File: config.mk
export PLATFORM = sky130hd
export DESIGN_NAME = decoder_scan_sequencer
export DESIGN_NICKNAME = d
export VERILOG_FILES = /design/src/rtl/decoder_scan_sequencer_pkg.sv /design/src/rtl/decoder_scan_sequencer_next_line_sel.sv /design/src/rtl/decoder_scan_sequencer.sv
export SDC_FILE = /design/constraint.sdc
export NUM_CORES = 1
export LEC_CHECK = 0
export BUFFER_PORTS_ARGS = -buffer_cell sky130_fd_sc_hd__buf_2
export CORE_MARGIN = 1
export CORE_UTILIZATION = 54
export DETAILED_ROUTE_END_ITERATION = 12
export PLACE_DENSITY = 0.7
export SLEW_MARGIN = 30
export SYNTH_ARGS = -nofsm -noshare
export SYNTH_HDL_FRONTEND = slang
export SYNTH_HIERARCHICAL = 1
export SYNTH_SLANG_ARGS = --single-unit
File: constraint.sdc
create_clock -name clk -period 6.2 [get_ports clk]
set_input_delay 0.62 -clock clk [delete_from_list [all_inputs] [get_ports clk]]
set_output_delay 0.62 -clock clk [all_outputs]
set_load 0.01 [all_outputs]
File: src/rtl/decoder_scan_sequencer_pkg.sv
// Shared types and sizing for the decoder scan sequencer.
package scan_seq_pkg;

    localparam int NUM_LINES = 4;
    localparam int CODE_W    = 2;

    typedef enum logic [1:0] {
        IDLE   = 2'd0,
        ACTIVE = 2'd1,
        GAP    = 2'd2
    } state_t;

endpackage

File: src/rtl/decoder_scan_sequencer_next_line_sel.sv
// Picks the lowest enabled line (first=1) or the next enabled line above code.
module next_line_sel
    import scan_seq_pkg::*;
(
    input  logic [NUM_LINES-1:0] mask,
    input  logic [CODE_W-1:0]    code,
    input  logic                 first,
    output logic [CODE_W-1:0]    next,
    output logic                 none
);

    logic [NUM_LINES-1:0] cand_s;

    // Candidate lines: enabled and (any line at frame start, or above the current one)
    always_comb begin
        for (int k = 0; k < NUM_LINES; k++) begin
            cand_s[k] = mask[k] & (first | (CODE_W'(k) > code));
        end
    end

    // Priority pick of the lowest candidate
    always_comb begin
        next = '0;
        none = 1'b1;
        for (int k = NUM_LINES - 1; k >= 0; k--) begin
            next = cand_s[k] ? CODE_W'(k) : next;
            none = none & ~cand_s[k];
        end
    end

endmodule

File: src/rtl/decoder_scan_sequencer.sv
// Steps a 2-to-4 decoder through its enabled lines with programmable dwell and gap.
module decoder_scan_sequencer
    import scan_seq_pkg::*;
#(
    parameter int DWELL_W = 8,
    parameter int GAP_W   = 4
) (
    input  logic                 clk,
    input  logic                 rst,
    input  logic                 start,
    input  logic                 stop,
    input  logic                 mode_cont,
    input  logic [NUM_LINES-1:0] line_mask,
    input  logic [DWELL_W-1:0]   dwell,
    input  logic [GAP_W-1:0]     gap,
    output logic [CODE_W-1:0]    code,
    output logic                 en,
    output logic                 busy,
    output logic                 frame_done
);

    localparam int CNT_W = (DWELL_W > GAP_W) ? DWELL_W : GAP_W;

    // Counters hold "cycles remaining after this one", so a dwell of 0 loads the same as 1.
    function automatic logic [CNT_W-1:0] dwell_load(input logic [DWELL_W-1:0] d);
        return (d == '0) ? '0 : CNT_W'(d - DWELL_W'(1));
    endfunction

    state_t                state_r, state_n;
    logic [CODE_W-1:0]     code_r, code_n;
    logic                  en_r, en_n, busy_r, busy_n, done_r, done_n;
    logic [CNT_W-1:0]      cnt_r, cnt_n;
    logic [NUM_LINES-1:0]  mask_r, mask_n;
    logic [DWELL_W-1:0]    dwell_r, dwell_n;
    logic [GAP_W-1:0]      gap_r, gap_n;
    logic                  cont_r, cont_n;

    logic [CODE_W-1:0]     first_idx_s, nxt_idx_s;
    logic                  first_none_s, nxt_none_s;
    logic                  take_adv_s, relatch_s;

    next_line_sel u_first_sel (
        .mask  (line_mask),
        .code  (code_r),
        .first (1'b1),
        .next  (first_idx_s),
        .none  (first_none_s)
    );

    next_line_sel u_next_sel (
        .mask  (mask_r),
        .code  (code_r),
        .first (1'b0),
        .next  (nxt_idx_s),
        .none  (nxt_none_s)
    );

    // Next-state and next-output logic
    always_comb begin
        state_n    = state_r;
        code_n     = code_r;
        en_n       = en_r;
        busy_n     = busy_r;
        done_n     = 1'b0;
        cnt_n      = cnt_r;
        mask_n     = mask_r;
        dwell_n    = dwell_r;
        gap_n      = gap_r;
        cont_n     = cont_r;
        take_adv_s = 1'b0;
        relatch_s  = 1'b0;

        case (state_r)
            IDLE: begin
                en_n   = 1'b0;
                busy_n = 1'b0;
                if (start && !stop && !first_none_s) begin
                    relatch_s = 1'b1;
                    state_n   = ACTIVE;
                    code_n    = first_idx_s;
                    en_n      = 1'b1;
                    busy_n    = 1'b1;
                    cnt_n     = dwell_load(dwell);
                end else begin
                    state_n = IDLE;
                end
            end
            ACTIVE: begin
                if (stop) begin
                    state_n = IDLE;
                    en_n    = 1'b0;
                    busy_n  = 1'b0;
                end else if (cnt_r != '0) begin
                    cnt_n = cnt_r - CNT_W'(1);
                end else if (gap_r != '0) begin
                    state_n = GAP;
                    en_n    = 1'b0;
                    cnt_n   = CNT_W'(gap_r) - CNT_W'(1);
                end else begin
                    take_adv_s = 1'b1;
                end
            end
            GAP: begin
                if (stop) begin
                    state_n = IDLE;
                    en_n    = 1'b0;
                    busy_n  = 1'b0;
                end else if (cnt_r != '0) begin
                    cnt_n = cnt_r - CNT_W'(1);
                end else begin
                    take_adv_s = 1'b1;
                end
            end
            default: begin
                state_n = IDLE;
                en_n    = 1'b0;
                busy_n  = 1'b0;
            end
        endcase

        // Line advance, and at frame end either stop or restart from re-latched config
        if (take_adv_s) begin
            if (!nxt_none_s) begin
                state_n = ACTIVE;
                code_n  = nxt_idx_s;
                en_n    = 1'b1;
                cnt_n   = dwell_load(dwell_r);
            end else if (cont_r && !first_none_s) begin
                done_n    = 1'b1;
                relatch_s = 1'b1;
                state_n   = ACTIVE;
                code_n    = first_idx_s;
                en_n      = 1'b1;
                cnt_n     = dwell_load(dwell);
            end else begin
                done_n  = 1'b1;
                state_n = IDLE;
                en_n    = 1'b0;
                busy_n  = 1'b0;
            end
        end else begin
            done_n = 1'b0;
        end

        if (relatch_s) begin
            mask_n  = line_mask;
            dwell_n = dwell;
            gap_n   = gap;
            cont_n  = mode_cont;
        end else begin
            cont_n = cont_r;
        end
    end

    // State, counter, latched configuration and output registers
    always_ff @(posedge clk) begin
        if (rst) begin
            state_r <= IDLE;
            code_r  <= '0;
            en_r    <= 1'b0;
            busy_r  <= 1'b0;
            done_r  <= 1'b0;
            cnt_r   <= '0;
            mask_r  <= '0;
            dwell_r <= '0;
            gap_r   <= '0;
            cont_r  <= 1'b0;
        end else begin
            state_r <= state_n;
            code_r  <= code_n;
            en_r    <= en_n;
            busy_r  <= busy_n;
            done_r  <= done_n;
            cnt_r   <= cnt_n;
            mask_r  <= mask_n;
            dwell_r <= dwell_n;
            gap_r   <= gap_n;
            cont_r  <= cont_n;
        end
    end

    assign code       = code_r;
    assign en         = en_r;
    assign busy       = busy_r;
    assign frame_done = done_r;

endmodule

==> results.txt <==
Final Slew Violations: 0
Die Ht: 70.0 um
Post-CTS Resized: 0
Synth Flop Type: dfxtp_1
Port Buffers: 25
first-pass iteration count of the detailed router: 4
core box area: 0.00438 mm2
clock sinks: 31
Residual DRC: 0
final critical-path share of the clock period: 44.7%
P_leak: 0.00109 uW
Post-synth EDFFs: 0
GRT Util Overall: 27.8%
Final Skew: 0.00717 ns
fraction of registers with async set/reset: 0%
Total Wirelength: 6340 um
synth-to-layout area growth: 9.03%
Yosys reg bits: 31
Synth area leader: dfxtp_1
crit path max fanout: 17
antenna viol nets, final: 0
Clock transition at path regs: 0.06 ns
Iter 0 DRT Violations: 152
YS warnings: 6
Max-Cap Viols: 0
ANT cells: 0
Post-DP Area: 0.00264 mm2
Synth Cell Area: 0.00249 mm2
startpoint class of the critical path: flip-flop
Hold Path Class: flip-flop to flip-flop
Worst-Margin Slew: 0.723 ns
Fin Setup TNS: 0 ns
Seq/Total Area, Yosys: 24.9%
RSZ-0062 raised after global routing: no
largest cells by area after synthesis: dfxtp_1, mux2i_1, nor2_1, ha_1, nor2b_1
final setup fails: 0
NumNets Final: 361
H-tree Lvls: 2
IO Pins: 26
total number of vias: 2347
register area: 621 um2
WS Path Type: flip-flop to flip-flop
Slew headroom: 51.6%
Min Hold Slack: 0.498 ns
Longest Clk Path Bufs: 2
Crit path required time: 6.35 ns
average via count per standard cell: 6.11
layout cell share with drive strength beyond 1: 14.8%
GRT overflow: 0
Post-CTS Setup Inserts: 0
first-pass GRT wire length: 10900 um
Final HPWL DP: 4950 um
CTS tree: yes
filler cell count in the final layout: 417
placed insts: 376
number of CTS-inserted buffers: 5
area of the multi-input gates: 0.00176 mm2
Post-Synthesis Cells: 308
crit path DAT: 2.92 ns
die width: 70.0 um
global placement routability congestion: 0.943
largest net degree at the start of global routing: 34
Worst-Skew Late Latency: 0.28 ns
Mean Syn Cell Area: 8.10 um2
die area: 0.00489 mm2
initial core utilization: 56.9%
Final Hold Fails: 0
run status: finished clean
initial antenna violation count: 0
maximum vdd drop: 104 uV
CP endpoint kind: flip-flop
top cell type's share of synthesized area: 24.9%
count of cell types in the netlist: 63
top cells by count, synth: nor2_1, dfxtp_1, mux2i_1
setup slack, reg-to-reg: 3.43 ns
most frequent cell after synthesis: nor2_1
fmax: 0.361 GHz
Avg WL per Cell: 16.5 um
Root Buffer: clkbuf_8
Tmin final: 2.77 ns
hold_buf cts: 0
vias in the first global route: 2239
Pwr Density: 197 mW/mm2
filler-free cell count of the finished design: 384
row count: 24
final instance area: 0.00272 mm2
[sequential cells by signal, indices dropped and copies added (netlist names)]
signal	cells
dwell_r	8
en	1
cont_r	1
frame_done	1
gap_r	4
busy	1
cnt_r	8
state_r	1
mask_r	4
code	2
[path summary, 6_finish.rpt]
check / from / endpoint / cells past startpoint
max: state_r[1] / gap_r[0] / 7
min: state_r[1] / state_r[1] / 2
max reg2reg: state_r[1] / gap_r[0] / 7
min reg2reg: state_r[1] / state_r[1] / 2
[logic make-up (layout without fill, tap and decap cells)]
logic type / count (synthesis) / count (layout) / synth area share (%)
AOI/OAI and AO/OA: 90 / 90 / 26.4
xor gates and xnor gates: 8 / 8 / 2.81
adders and majority gates: 9 / 9 / 4.52
buffers and inverters: 33 / 51 / 5.92
DFF: 31 / 31 / 24.9
muxes: 22 / 22 / 8.88
other: 2 / 8 / 0.301
and+or+nand+nor: 113 / 113 / 26.3
[stage by stage]
stage | total power (uW) | util [%] | setup WS, ns
5_1_grt | 570 | 62.0 | 3.23
2_1_floorplan | 347 | - | 4.00
3_5_place_dp | 388 | 60.2 | 3.30
4_1_cts | 540 | 62.0 | 3.42
3_3_place_gp | 385 | 60.0 | 3.10
6_report | 537 | 62.0 | 3.43
[worst max-delay path, stage by stage, from the launching register on]
cell       delay (ns)
dfxtp_1          0.34
inv_1            0.09
ha_1             0.22
nor4bb_1         0.49
o2111ai_2        0.43
o21ai_4          0.74
mux2i_1          0.27
nor2_1           0.05
[cells in the final DEF (no fill, tap or decap), types with 3 or more instances in the layout]
cell type  instances
xnor2_1            4
mux2i_1           21
nand3_1            3
a21oi_1            9
inv_1             18
or3_1              3
a211oi_1           8
a22oi_1            9
nor2_1            32
nor4_1             5
nor3b_1            5
o21ai_1            5
o32ai_1            3
ha_1               9
xor2_1             4
clkbuf_8           5
nor2b_1           14
o31ai_1            6
dfxtp_1           31
o21ai_0           10
nor3_1            10
a31oi_1            4
o22ai_1            6
a2bb2oi_1          3
and2_1             3
o41ai_1            3
conb_1             8
buf_2             25
or4_1              5
nand2_1           18
[area by class of cell]
type / count / share of cell area, %
multi-input cells: 250 / 64.7
flip-flops and latches: 31 / 22.8
repair buffers: 25 / 4.60
clock buffers: 7 / 2.81
inverters: 18 / 2.49
well taps: 52 / 2.39
clock inverters: 1 / 0.184
[where the power goes]
group	switching (uW)	internal (uW)	leakage [uW]
Sequential	19.2	211	0.000253
Combinational	88.4	67.4	0.000791
Clock	72.3	78.6	0.0000422
[metal layers]
metal	GRT usage, %	vias to the layer above	wire (um)
li1	-	1193	-
met1	39.2	1086	3140
met2	42.8	55	2830
met3	4.04	13	230
met4	10.4	0	142
met5	0	-	0
No activity file was read; power rests on OpenSTA's default activity.
